## src/rtl/seq_mul_pkg.sv

```systemverilog
// rtl/seq_mul_pkg.sv - shared types and helpers for the shift-and-add multiplier
package seq_mul_pkg;

    typedef enum logic [1:0] {
        IDLE = 2'd0,
        RUN  = 2'd1,
        DONE = 2'd2
    } state_t;

    // Counter must hold the value W itself, hence W+1 codes.
    function automatic int cnt_width(input int w);
        return $clog2(w + 1);
    endfunction

endpackage

```

## src/rtl/seq_mul_shift_add_if.sv

```systemverilog
// rtl/seq_mul_shift_add_if.sv - request/result bundle for the sequential multiplier
interface seq_mul_shift_add_if
    import seq_mul_pkg::*;
#(
    parameter int W = 16
);
    logic           start;
    logic           signed_mode;
    logic [W-1:0]   a;
    logic [W-1:0]   b;
    logic           busy;
    logic           done;
    logic [2*W-1:0] product;

    modport master (
        output start, signed_mode, a, b,
        input  busy, done, product
    );

    modport slave (
        input  start, signed_mode, a, b,
        output busy, done, product
    );
endinterface

```

## src/rtl/seq_mul_ctrl.sv

```systemverilog
// rtl/seq_mul_ctrl.sv - FSM, iteration counter and termination decision
module seq_mul_ctrl
    import seq_mul_pkg::*;
#(
    parameter int W          = 16,
    parameter bit EARLY_TERM = 1'b1
) (
    input  logic clk,
    input  logic rst,
    input  logic start,
    input  logic mb_next_zero,
    output logic load,
    output logic step,
    output logic finish,
    output logic busy,
    output logic done
);
    localparam int             CW       = cnt_width(W);
    localparam logic [CW-1:0]  CNT_INIT = CW'(W);
    localparam logic [CW-1:0]  CNT_LAST = CW'(1);

    state_t        state;
    state_t        state_next;
    logic [CW-1:0] count;

    always_ff @(posedge clk) begin
        if (rst) begin
            state <= IDLE;
            count <= '0;
        end else begin
            state <= state_next;
            if (load) begin
                count <= CNT_INIT;
            end else if (step) begin
                count <= count - CNT_LAST;
            end
        end
    end

    always_comb begin
        state_next = state;
        load       = 1'b0;
        step       = 1'b0;
        finish     = 1'b0;
        busy       = (state != IDLE);
        done       = (state == DONE);
        case (state)
            IDLE: begin
                if (start) begin
                    load       = 1'b1;
                    state_next = RUN;
                end
            end
            RUN: begin
                step = 1'b1;
                // count==1 here means this is the last of the W iterations
                if ((count == CNT_LAST) || (EARLY_TERM && mb_next_zero)) begin
                    finish     = 1'b1;
                    state_next = DONE;
                end
            end
            DONE: begin
                state_next = IDLE;
            end
            default: begin
                state_next = IDLE;
            end
        endcase
    end
endmodule

```

## src/rtl/seq_mul_shift_add.sv

```systemverilog
// rtl/seq_mul_shift_add.sv - sequential shift-and-add multiplier, one multiplier bit per clock
module seq_mul_shift_add
    import seq_mul_pkg::*;
#(
    parameter int W          = 16,
    parameter bit EARLY_TERM = 1'b1
) (
    input  logic               clk,
    input  logic               rst,
    seq_mul_shift_add_if.slave bus
);
    logic [2*W-1:0] acc;
    logic [2*W-1:0] mc;
    logic [W-1:0]   mb;
    logic           neg;
    logic [2*W-1:0] product_q;

    logic           load;
    logic           step;
    logic           finish;
    logic           mb_next_zero;
    logic [W-1:0]   a_mag;
    logic [W-1:0]   b_mag;
    logic [2*W-1:0] acc_next;
    logic [2*W-1:0] result;

    // Signed operands are multiplied as magnitudes; the sign is reapplied at the end.
    // The magnitude of -2^(W-1) is 2^(W-1), which still fits in W unsigned bits.
    always_comb begin
        a_mag        = (bus.signed_mode && bus.a[W-1]) ? (~bus.a + 1'b1) : bus.a;
        b_mag        = (bus.signed_mode && bus.b[W-1]) ? (~bus.b + 1'b1) : bus.b;
        acc_next     = mb[0] ? (acc + mc) : acc;
        result       = neg ? (~acc_next + 1'b1) : acc_next;
        mb_next_zero = (mb[W-1:1] == '0);
    end

    seq_mul_ctrl #(
        .W          (W),
        .EARLY_TERM (EARLY_TERM)
    ) u_ctrl (
        .clk          (clk),
        .rst          (rst),
        .start        (bus.start),
        .mb_next_zero (mb_next_zero),
        .load         (load),
        .step         (step),
        .finish       (finish),
        .busy         (bus.busy),
        .done         (bus.done)
    );

    always_ff @(posedge clk) begin
        if (rst) begin
            acc       <= '0;
            mc        <= '0;
            mb        <= '0;
            neg       <= 1'b0;
            product_q <= '0;
        end else if (load) begin
            acc <= '0;
            mc  <= {{W{1'b0}}, a_mag};
            mb  <= b_mag;
            neg <= bus.signed_mode & (bus.a[W-1] ^ bus.b[W-1]);
        end else if (step) begin
            acc <= acc_next;
            mc  <= mc << 1;
            mb  <= mb >> 1;
            if (finish) begin
                product_q <= result;
            end
        end
    end

    assign bus.product = product_q;
endmodule

```

## src/flat_wrapper.sv

```systemverilog
// flat-port wrapper written by rule: the top's interface ports become plain ports
module seq_mul_shift_add_flat import seq_mul_pkg::*;
#(
    parameter int W          = 16,
    parameter bit EARLY_TERM = 1'b1
)
  (clk, rst, bus_start, bus_signed_mode, bus_a, bus_b, bus_busy, bus_done, bus_product);
  seq_mul_shift_add_if #(.W(W)) bus_i ();
  input  logic clk;
  input  logic rst;
  input wire logic [$bits(bus_i.start)-1:0] bus_start;
  input wire logic [$bits(bus_i.signed_mode)-1:0] bus_signed_mode;
  input wire logic [$bits(bus_i.a)-1:0] bus_a;
  input wire logic [$bits(bus_i.b)-1:0] bus_b;
  output wire logic [$bits(bus_i.busy)-1:0] bus_busy;
  output wire logic [$bits(bus_i.done)-1:0] bus_done;
  output wire logic [$bits(bus_i.product)-1:0] bus_product;
  assign bus_i.start = bus_start;
  assign bus_i.signed_mode = bus_signed_mode;
  assign bus_i.a = bus_a;
  assign bus_i.b = bus_b;
  assign bus_busy = bus_i.busy;
  assign bus_done = bus_i.done;
  assign bus_product = bus_i.product;
  seq_mul_shift_add #(.W(W), .EARLY_TERM(EARLY_TERM)) u_core (.clk(clk), .rst(rst), .bus(bus_i));
endmodule
```

## config.mk

```make
export PLATFORM = sky130hd
export DESIGN_NAME = seq_mul_shift_add_flat
export DESIGN_NICKNAME = d
export VERILOG_FILES = /design/src/rtl/seq_mul_pkg.sv /design/src/rtl/seq_mul_shift_add_if.sv /design/src/rtl/seq_mul_ctrl.sv /design/src/rtl/seq_mul_shift_add.sv /design/src/flat_wrapper.sv
export SDC_FILE = /design/constraint.sdc
export NUM_CORES = 1
export LEC_CHECK = 0
export ABC_CLOCK_PERIOD_IN_PS = 3800
export BUFFER_PORTS_ARGS = -buffer_cell sky130_fd_sc_hd__buf_2
export CAP_MARGIN = 20
export CORE_MARGIN = 1.5
export CORE_UTILIZATION = 50
export CTS_CLUSTER_DIAMETER = 50
export DETAILED_ROUTE_END_ITERATION = 12
export GPL_ROUTABILITY_DRIVEN = 0
export PLACE_DENSITY = 0.71
export SYNTH_ARGS = -nofsm -noshare
export SYNTH_HDL_FRONTEND = slang
export SYNTH_HIERARCHICAL = 1
export SYNTH_SLANG_ARGS = --single-unit
```

## constraint.sdc

```tcl
create_clock -name clk -period 3.8 [get_ports clk]
set_clock_uncertainty 0.15 [all_clocks]
set_input_delay 0.19 -clock clk [delete_from_list [all_inputs] [get_ports clk]]
set_output_delay 0.19 -clock clk [all_outputs]
set_load 0.05 [all_outputs]
```

==> flow_metrics.py, run 1 <==
metrics = {
    "critical_path": {
        "required_ps": 4000,
        "r2r_cells": 12,
        "cp-end-kind": "flop",
        "critPathSlowestCell": "o211ai_1",
        "cpMostUsedCell": "o211ai_1",
        "critPathTopFamily": "compound AO/OA/AOI/OAI gates",
        "arrival_ps": 3860,
        "path_buf_inv": 1,
        "crit_cells": 12,
        "critical_path_class": "flop to flop",
        "cp-start-kind": "flop",
        "cp_cell_sequence": "ha_1 -> o211ai_1 -> o211ai_1 -> a311o_1 -> nand3_2 -> nor3_1 -> buf_4 -> nand4_4 -> a2111oi_4 -> nand2_1 -> or4_1 -> a31oi_1",
        "crit_fanout": 7,
        "slowest_delay_ps": 450,
    },
    "layout": {
        "drive_above_1_share_pct": 15.4,
        "area_delta_synth_final_pct": 18.6,
        "diodes": 0,
        "fin_nets": 1213,
    },
    "worst_hold_path": {
        "hold_depth": 3,
        "hold_path.class": "input port to flop",
    },
    "routing": {
        "vias": 8170,
        "final_antenna_net_count": 0,
        "dr.pass1.iters": 5,
        "drc_errors": 0,
        "initialDrtViolationCount": 573,
        "wire_per_inst_um": 16.0,
        "drt_wl_total_um": 21900,
        "vias_per_cell": 5.97,
    },
    "synth": {
        "synth_nets": 1125,
        "ys_warn_count": 6,
        "synth.avg_cell_area_um2": 7.90,
        "synth.cells.most_frequent": "dfxtp_1 (120), nand2_1 (99), nor2_1 (98), a211oi_1 (84), a21oi_1 (80)",
        "ys_ff_latch": 120,
        "synth-seq-area-share_pct": 28.9,
        "yosysMostFrequentCell": "dfxtp_1",
        "synth_edf_count": 0,
        "synth_top_area_share_pct": 28.9,
        "synth_area_leader_cell": "dfxtp_1",
        "synth_area_um2": 8310,
        "ys.flop_type": "dfxtp_1",
        "async_flop_share_pct": 0,
        "synthCells": 1052,
        "synth.distinct_cells": 83,
        "synth.area.top_cells": "dfxtp_1 (29%), a211oi_1 (7.6%), ha_1 (5.4%), a21oi_1 (4.8%), nand2_1 (4.5%)",
    },
    "clock_network": {
        "cts_buffers": 17,
        "clock-sinks": 120,
        "cts_tree": "built",
        "cts_root_buf": "clkbuf_16",
        "h-tree-depth": 4,
        "cts_buffer_depth": 2,
        "clk_pin_slew_worst_paths_ps": 60,
        "worstSkewPairLatency_ps": 430,
    },
    "sta": {
        "min_period_over_period_pct": 96.4,
        "fin_tns_setup_ps": 0,
        "slew_headroom_pct": 44.0,
        "setup_viol": 0,
        "rsz0062_at_grt": "true",
        "slew_violations": 0,
        "hold_slack_ps": 5.87,
        "period_needed_ps": 3660,
        "hold_viol": 0,
        "fmax_mhz": 273,
        "tightest_slew_ps": 839,
    },
    "power_and_ir_drop": {
        "switching_power_mw": 1.52,
        "p_comb_share_pct": 30.3,
        "p_per_area_nw_per_um2": 445,
        "power.leakage_nw": 3.93,
        "clock_power_share_pct": 36.9,
        "pwr-share-seq_pct": 32.8,
        "sw_frac_of_total_pct": 34.6,
        "internal_power_mw": 2.87,
        "irDropWorstVdd_uv": 349,
    },
    "placement": {
        "place_hpwl_um": 15500,
        "portBuffers": 69,
    },
    "floorplanning": {
        "start_util_pct": 51.7,
        "die-area_um2": 17400,
        "num_rows": 46,
        "pin_count": 70,
        "fp.coreArea_um2": 16100,
        "die_x_um": 132,
        "die_h_um": 132,
    },
    "grt": {
        "first_global_vias": 7499,
        "grt_max_degree": 66,
        "antenna_found_initial": 0,
        "grt_usage_pct": 25.2,
        "grt_pass1_wl_um": 36300,
        "grt_remaining_overflow": 0,
    },
    "job": {
        "drv_cap": 0,
    },
    "status": {
        "status": "complete, no violations",
    },
}
==> final timing paths <==
kind / from / end / slack, ps
min: bus_b[10] / u_core/mb[10]$_SDFFE_PP0P_ / 6
max reg2reg: u_core/acc[4]$_SDFFE_PP0P_ / u_core/bus.product[27]$_SDFFE_PP0P_ / 140
min reg2reg: u_core/bus.product[1]$_SDFFE_PP0P_ / u_core/bus.product[1]$_SDFFE_PP0P_ / 300
max: u_core/acc[4]$_SDFFE_PP0P_ / u_core/bus.product[27]$_SDFFE_PP0P_ / 140
==> layout by cell type, fill, tap and decap left out, drive strengths merged, types with 19 or more instances in the layout <==
master and count:
nand3 30, buf 109, mux2i 37, a211oi 87, ha 36, clkbuf 19
nor2 98, o21ai 40, xor2 28, xnor2 28, nor2b 32, dfxtp 120
a21oi 82, nor3 24, nand2 99, dlygate4sd3 24, inv 24
==> routing by layer <==
metal | GRT usage (%) | vias to the layer above | part of all wire, %
met4 | 8.95 | 0 | 2.4
li1 | - | 4118 | -
met2 | 44.6 | 208 | 50
met3 | 4.92 | 46 | 3.8
met5 | 0 | - | 0
met1 | 30.3 | 3798 | 44
==> metrics by stage <==
| stage | cell area (µm²) | instances | setup slack (ps) | power [mW] | utilization (%) |
|---|---|---|---|---|---|
| 2_1_floorplan | 8310 | 1052 | 275 | 2.37 | - |
| 3_3_place_gp | 8930 | 1308 | 101 | 2.68 | 55.6 |
| 3_5_place_dp | 8930 | 1308 | 6.20 | 2.70 | 55.6 |
| 4_1_cts | 9760 | 1364 | 56.8 | 4.34 | 60.8 |
| 5_1_grt | 9850 | 1369 | -73.6 | 4.62 | 61.4 |
| 6_report | 9850 | 1369 | 136 | 4.39 | 61.4 |
==> repair_timing <==
item / in CTS / in global routing
endpoints found under the setup margin: 1 / 11
gates resized for setup: 1 / 11
cloned: 0 / 0
pin swaps: 0 / 5
hold buffers: 24 / 0
hold endpoints to repair: 28 / 0
setup buffers: 0 / 5
==> worst min-delay path, delay by kind of cell <==
kind,cells,cell delay (ps)
xor+xnor,1,140
compound gates,1,80
buf+inv,1,120
==> flip-flops by register name, indices dropped and copies added, names as in the netlist <==
signal / cells
u_core/neg: 1
u_core/u_ctrl/count: 5
u_core/mb: 16
u_core/acc: 32
u_core/mc: 32
u_core/bus.product: 32
u_core/u_ctrl/state: 2
==> cells by family (layout without fill, tap and decap cells) <==
logic type                 after synthesis  after routing  share of synthesized area [%]
AOI/OAI and AO/OA                      321            321                           26.5
xor gates and xnor gates                56             56                           5.90
adders and majority gates               37             37                           5.66
buffers and inverters                   86            187                           4.13
DFF                                    120            120                           28.9
muxes                                   40             40                           4.96
and+or+nand+nor                        392            392                           23.9
==> power by group through the flow <==
| stage | Combinational [mW] | Clock, mW | Sequential (mW) |
|---|---|---|---|
| final | 1.33 | 1.62 | 1.44 |
| after global routing | 1.47 | 1.70 | 1.45 |
| after CTS | 1.26 | 1.64 | 1.44 |
| after detailed placement | 1.24 | 0 | 1.46 |
| after global placement | 1.22 | 0 | 1.46 |
| after floorplan | 0.932 | 0 | 1.44 |
==> cell type report <==
class	count	area, µm²
clock inverters	13	144
inverters	22	85.1
well taps	216	270
multi-input cells	846	5620
fillers	1431	6210
clock buffers	19	443
repair buffers	133	886
flip-flops and latches	120	2400
Note: power is estimated with default switching activity, not from simulation.
==> run 2: changes to the inputs <==
- ABC_AREA: not set -> 1
- ABC_CLOCK_PERIOD_IN_PS: 3800 -> 4000
- PLACE_DENSITY: 0.71 -> 0.68
- TNS_END_PERCENT: not set -> 100
- clock period: 3.8 -> 4 ns (I/O delays scaled with it)
==> run 2 against run 1 <==
Combinational power fell by 20%. Sequential power down 7%. Largest cell class unchanged. Total power down 7.7%. Hold slack gained 6.5 ps. Synthesized cell count rose by 58%. Core utilization is 2.7 points lower. Global-route usage up 4.3 points.
==> flow_metrics.py, run 2 <==
metrics = {
    "sta": {
        "hold_slack_ps": 12.4,
        "tightest_slew_ps": 696,
        "slew_violations": 0,
        "setup_viol": 0,
        "slew_headroom_pct": 53.5,
        "hold_viol": 0,
        "period_needed_ps": 3230,
        "fmax_mhz": 310,
        "layout_setup_ws_ps": 770,
        "fin_tns_setup_ps": 0,
        "rsz0062_at_grt": "false",
        "min_period_over_period_pct": 80.7,
    },
    "critical_path": {
        "r2r-start": "u_core/acc[0]$_SDFFE_PP0P_",
        "arrival_ps": 3400,
        "critPathSlowestCell": "fa_1",
        "cp-start-kind": "flop",
        "cp-end-kind": "flop",
        "cpMostUsedCell": "nand2_1",
        "crit_fanout": 4,
        "slowest_delay_ps": 480,
        "crit_start": "u_core/acc[0]$_SDFFE_PP0P_",
        "cp_cell_sequence": "ha_1 -> fa_1 -> nand3_1 -> nand2_1 -> nand3_1 -> nand3_1 -> nand2_1 -> nand2_1 -> nand2_1 -> nand2_1 -> nor2_2 -> nand2_1 -> nor2_1 -> nand3_1 -> nand2_1 -> nand2_1 -> nand2_1 -> nand3_1 -> nand2_1 -> inv_1",
        "required_ps": 4170,
        "critical_path_class": "flop to flop",
    },
    "layout": {
        "final_common_cell": "nand2_1",
        "diodes": 0,
        "drive_above_1_share_pct": 10.3,
        "final_cells": 1981,
        "fillers": 1827,
        "fin_nets": 1807,
        "area_delta_synth_final_pct": 15.0,
        "final_cell_mix": "nand2_1 (570), inv_1 (281), nand3_1 (124)",
        "final_cell_area_um2": 11000,
        "finish.utilization_pct": 58.7,
    },
    "clock_network": {
        "clock-sinks": 120,
        "cts_buffers": 17,
        "clk_pin_slew_worst_paths_ps": 60,
        "h-tree-depth": 4,
        "cts_tree": "built",
        "post_cts_buffers": 0,
        "holdBufCountCts": 25,
        "worstSkewPairLatency_ps": 420,
        "cts_root_buf": "clkbuf_16",
        "cts_resized": 0,
        "cts_buffer_depth": 2,
    },
    "status": {
        "status": "complete, no violations",
    },
    "power_and_ir_drop": {
        "power.leakage_nw": 5.86,
        "sw_frac_of_total_pct": 35.2,
        "internal_power_mw": 2.62,
        "p_per_area_nw_per_um2": 369,
        "irDropWorstVdd_uv": 285,
        "switching_power_mw": 1.43,
        "power_mw": 4.05,
        "clock_power_share_pct": 40.7,
        "pwr-share-seq_pct": 33.1,
        "p_comb_share_pct": 26.2,
    },
    "synth": {
        "synth_top_family_by_area": "simple AND/OR/NAND/NOR gates",
        "synth.cells.most_frequent": "nand2_1 (570), inv_1 (281), nand3_1 (124), dfxtp_1 (120), nor2_1 (99)",
        "yosys.area_share.xor_xnor_pct": 1.28,
        "synth.avg_cell_area_um2": 5.75,
        "synthMuxAreaShare_pct": 0,
        "ys.flop_type": "dfxtp_1",
        "synth_top_area_share_pct": 25.2,
        "ys_ff_latch": 120,
        "synth-seq-area-share_pct": 25.2,
        "ys_warn_count": 6,
        "synth_nets": 1733,
        "synth.distinct_cells": 43,
        "synth_area_leader_cell": "dfxtp_1",
        "synth_simple_gate_area_share_pct": 39.7,
        "synth_compound_area_share_pct": 14.8,
        "synth.area.top_cells": "dfxtp_1 (25%), nand2_1 (22%), inv_1 (11%), nand3_1 (6.5%), ha_1 (4.7%)",
        "yosys.area_share.adder_pct": 4.93,
        "synthCells": 1660,
        "synth_edf_count": 0,
        "synth_area_um2": 9540,
        "async_flop_share_pct": 0,
        "yosysMostFrequentCell": "nand2_1",
    },
    "job": {
        "drv_cap": 0,
    },
    "grt": {
        "grt_pass1_wl_um": 46600,
        "first_global_vias": 9303,
        "antenna_found_initial": 0,
        "grt_max_degree": 63,
        "grt_usage_pct": 29.5,
        "grt_remaining_overflow": 0,
    },
    "routing": {
        "final_antenna_net_count": 0,
        "drc_errors": 0,
        "initialDrtViolationCount": 861,
        "vias_per_cell": 5.20,
        "dr.pass1.iters": 6,
        "wire_per_inst_um": 14.4,
        "vias": 10300,
        "drt_wl_total_um": 28500,
    },
    "floorplanning": {
        "start_util_pct": 51.0,
        "pin_count": 70,
        "die_h_um": 141,
        "num_rows": 50,
        "die-area_um2": 19900,
        "fp.coreArea_um2": 18700,
        "die_x_um": 141,
    },
    "worst_hold_path": {
        "hold_path.class": "input port to flop",
        "min_from": "bus_a[13]",
    },
    "placement": {
        "dp_slack_ps": 846,
        "dp_cells": 1923,
        "portBuffers": 69,
        "dpl-instance-area_um2": 10100,
        "place_hpwl_um": 21700,
    },
}
==> run 2: cell count changes after synthesis, moves of 26 or more <==
| cell | before | now |
|---|---|---|
| nand3_1 | 29 | 124 |
| nor2b_1 | 32 | 0 |
| a211oi_1 | 84 | 0 |
| mux2i_1 | 36 | 0 |
| inv_1 | 21 | 281 |
| o21ai_0 | 35 | 72 |
| nand2_1 | 99 | 570 |
| xnor2_1 | 28 | 2 |
==> run 2: critical path, delay by kind of cell (launching register included) <==
family                     cells  cell delay, ps
and+or+nand+nor               17            1800
adders and majority gates      2             800
DFF                            1             350
buffers and inverters          1              30
==> run 2: cell families after synthesis <==
group	after synthesis
compound gates	248
xor+xnor	14
fa+ha+maj	37
buf+inv	354
flops	120
simple gates	887
==> run 2: layout make-up <==
type                    instances  area (µm²)  share of cell area [%]
clock inverters                14         188                    1.71
multi-input cells            1186        5790                    52.8
well taps                     234         293                    2.67
flip-flops and latches        120        2400                    21.9
inverters                     302        1130                    10.3
repair buffers                107         726                    6.61
clock buffers                  18         439                    4.00
==> run 2: metal layers <==
layer / global-route usage (%) / up-vias / share of wire (%)
li1: - / 5374 / -
met4: 8.55 / 0 / 1.8
met2: 47.2 / 330 / 44
met5: 0 / - / 0
met3: 4.86 / 38 / 7.2
met1: 40.7 / 4569 / 47
==> run 2: power groups by stage <==
stage	Sequential [mW]	Clock, mW	Combinational [mW]
floorplan	1.36	0	0.758
global placement	1.36	0	1.01
detailed placement	1.36	0	1.02
CTS	1.34	1.68	1.05
global route	1.35	1.72	1.19
finish	1.34	1.65	1.06
==> run 2: final timing paths <==
path	endpoint	slack, ps	cells past startpoint
worst min register to register	u_core/u_ctrl/count[4]$_SDFFE_PP0P_	320	2
worst max-delay path	u_core/bus.product[31]$_SDFFE_PP0P_	770	20
worst min-delay path	u_core/mc[13]$_SDFFE_PP0P_	10	4
worst max register to register	u_core/bus.product[31]$_SDFFE_PP0P_	770	20
==> run 3: changes to the inputs <==
- ABC_CLOCK_PERIOD_IN_PS: 4000 -> 3300
- clock period: 4 -> 3.3 ns (I/O delays scaled with it)
==> run 3 against run 2 <==
Register-to-register slack worse by 490 ps. Final area is 1.1% higher. Setup slack worse by 490 ps. Combinational power is 25% higher. Sequential share of layout area is 0.24 points lower. Die area stayed put. First-iteration DRC count is 5.3% lower. Total power is 23% higher. Clock power is 23% higher.
==> flow_metrics.py, run 3 (same netlist as run 2, synthesis figures left out) <==
metrics = {
    "floorplanning": {
        "die-area_um2": 19900,
        "start_util_pct": 51.0,
        "die_x_um": 141,
        "pin_count": 70,
        "fp.coreArea_um2": 18700,
        "num_rows": 50,
        "die_h_um": 141,
    },
    "clock_network": {
        "h-tree-depth": 4,
        "cts_buffer_depth": 2,
        "worstSkewPairLatency_ps": 420,
        "clock-sinks": 120,
        "cts_buffers": 17,
        "cts_root_buf": "clkbuf_16",
        "cts_tree": "built",
        "clk_pin_slew_worst_paths_ps": 60,
    },
    "sta": {
        "min_period_over_period_pct": 91.4,
        "rsz0062_at_grt": "false",
        "layout_setup_ws_ps": 284,
        "tightest_slew_ps": 1030,
        "hold_viol": 0,
        "fmax_mhz": 332,
        "period_needed_ps": 3020,
        "setup_viol": 0,
        "fin_tns_setup_ps": 0,
        "slew_headroom_pct": 31.2,
        "slew_violations": 0,
    },
    "power_and_ir_drop": {
        "pwr-share-seq_pct": 32.7,
        "p_comb_share_pct": 26.5,
        "power.leakage_nw": 5.92,
        "switching_power_mw": 1.72,
        "p_per_area_nw_per_um2": 448,
        "clock_power_share_pct": 40.8,
        "internal_power_mw": 3.26,
        "power_mw": 4.98,
        "sw_frac_of_total_pct": 34.6,
        "irDropWorstVdd_uv": 356,
    },
    "placement": {
        "place_hpwl_um": 22200,
        "dp_slack_ps": 167,
        "dpl-instance-area_um2": 10100,
        "portBuffers": 69,
    },
    "grt": {
        "grt_remaining_overflow": 0,
        "grt.busiest_layer": "met2",
        "grt_usage_pct": 30.1,
        "antenna_found_initial": 0,
        "grt_max_degree": 63,
        "grtUsageMet3_pct": 4.42,
        "grt_pass1_wl_um": 47400,
        "first_global_vias": 9406,
        "globalRouteMet1Util_pct": 41.5,
        "use_met2_pct": 48.0,
    },
    "layout": {
        "final_common_cell": "nand2_1",
        "diodes": 0,
        "drive_above_1_share_pct": 10.7,
        "final_cell_mix": "nand2_1 (570), inv_1 (281), nand3_1 (123)",
        "area_delta_synth_final_pct": 16.3,
        "final_cell_area_um2": 11100,
        "fin_nets": 1819,
        "fillers": 1898,
    },
    "routing": {
        "vias": 10500,
        "drc_errors": 0,
        "final_antenna_net_count": 0,
        "wire_per_inst_um": 14.8,
        "dr.pass1.iters": 6,
        "vias_per_cell": 5.28,
        "drt_wl_total_um": 29500,
        "initialDrtViolationCount": 815,
    },
    "job": {
        "drv_cap": 0,
    },
    "critical_path": {
        "crit_fanout": 5,
        "required_ps": 3480,
        "cp-start-kind": "flop",
        "critical_path_class": "flop to flop",
        "arrival_ps": 3190,
        "cp-end-kind": "flop",
    },
    "status": {
        "status": "complete, no violations",
    },
    "worst_hold_path": {
        "hold_path.class": "input port to flop",
    },
}
-- run 3: cell count changes in the layout (fill, tap and decap cells not counted), sizes merged --
cell / change
clkinvlp: +1
dlygate4sd3: +7
buf: +5
bufinv: +1
clkinv: +1
inv: -4
-- run 3: repair_timing --
action	in CTS	in global routing
hold buffers	32	0
endpoints found under the setup margin	0	12
buffers inserted	0	0
endpoints found under the hold margin	35	0
gates resized for setup	0	5
-- run 3: per-stage QoR --
| step | instances | utilization [%] | hold WS [ps] |
|---|---|---|---|
| after floorplan | 1660 | - | 84.1 |
| after global routing | 1992 | 59.3 | 44.3 |
| after detailed placement | 1929 | 54.1 | 291 |
| after CTS | 1992 | 59.2 | 3.39 |
| after global placement | 1928 | 54.0 | 291 |
| final | 1992 | 59.3 | 22.8 |
-- run 3: path summary, 6_finish.rpt --
check | start | end | slack (ps) | depth (start not counted)
worst max register to register | u_core/acc[22]$_SDFFE_PP0P_ | u_core/bus.product[29]$_SDFFE_PP0P_ | 280 | 19
worst max-delay path | u_core/acc[22]$_SDFFE_PP0P_ | u_core/bus.product[29]$_SDFFE_PP0P_ | 280 | 19
worst min-delay path | bus_b[0] | u_core/mb[3]$_SDFFE_PP0P_ | 20 | 5
worst min register to register | u_core/mc[31]$_SDFFE_PP0P_ | u_core/mc[31]$_SDFFE_PP0P_ | 320 | 2
-- run 3: critical path: stages, from the launching register on --
cell and delay (ps):
dfxtp_1 350, ha_1 380, nand2_1 130, nor2_1 250
inv_1 70, nor2_1 230, and2_1 160, nand2_1 130
nand2_1 120, nand2_1 50, nand3_1 60, nand2_1 160
nor2_1 170, nand2_1 70, nor2_1 90, nand2_1 80
nand3_1 80, nand3_1 80, nand2_1 70, inv_1 40
-- run 3: layer usage --
layer	part of all wire (%)	wire [µm]
met5	0	0
met4	2.4	702
met3	7.5	2200
met2	44	13100
met1	46	13500
-- run 3: final cells by class --
cell class              instances  area (µm²)  area share (%)
multi-input cells            1186        5810            52.4
flip-flops and latches        120        2400            21.7
inverters                     302        1130            10.2
repair buffers                119         821            7.40
clock buffers                  18         439            3.96
well taps                     234         293            2.64
clock inverters                13         196            1.77
-- run 3: power by group through the flow --
stage	registers (mW)	clock network, mW	logic [mW]
after CTS	1.62	2.05	1.29
after detailed placement	1.65	0	1.25
after floorplan	1.64	0	0.919
final	1.63	2.03	1.32
after global placement	1.65	0	1.24
after global routing	1.64	2.12	1.46
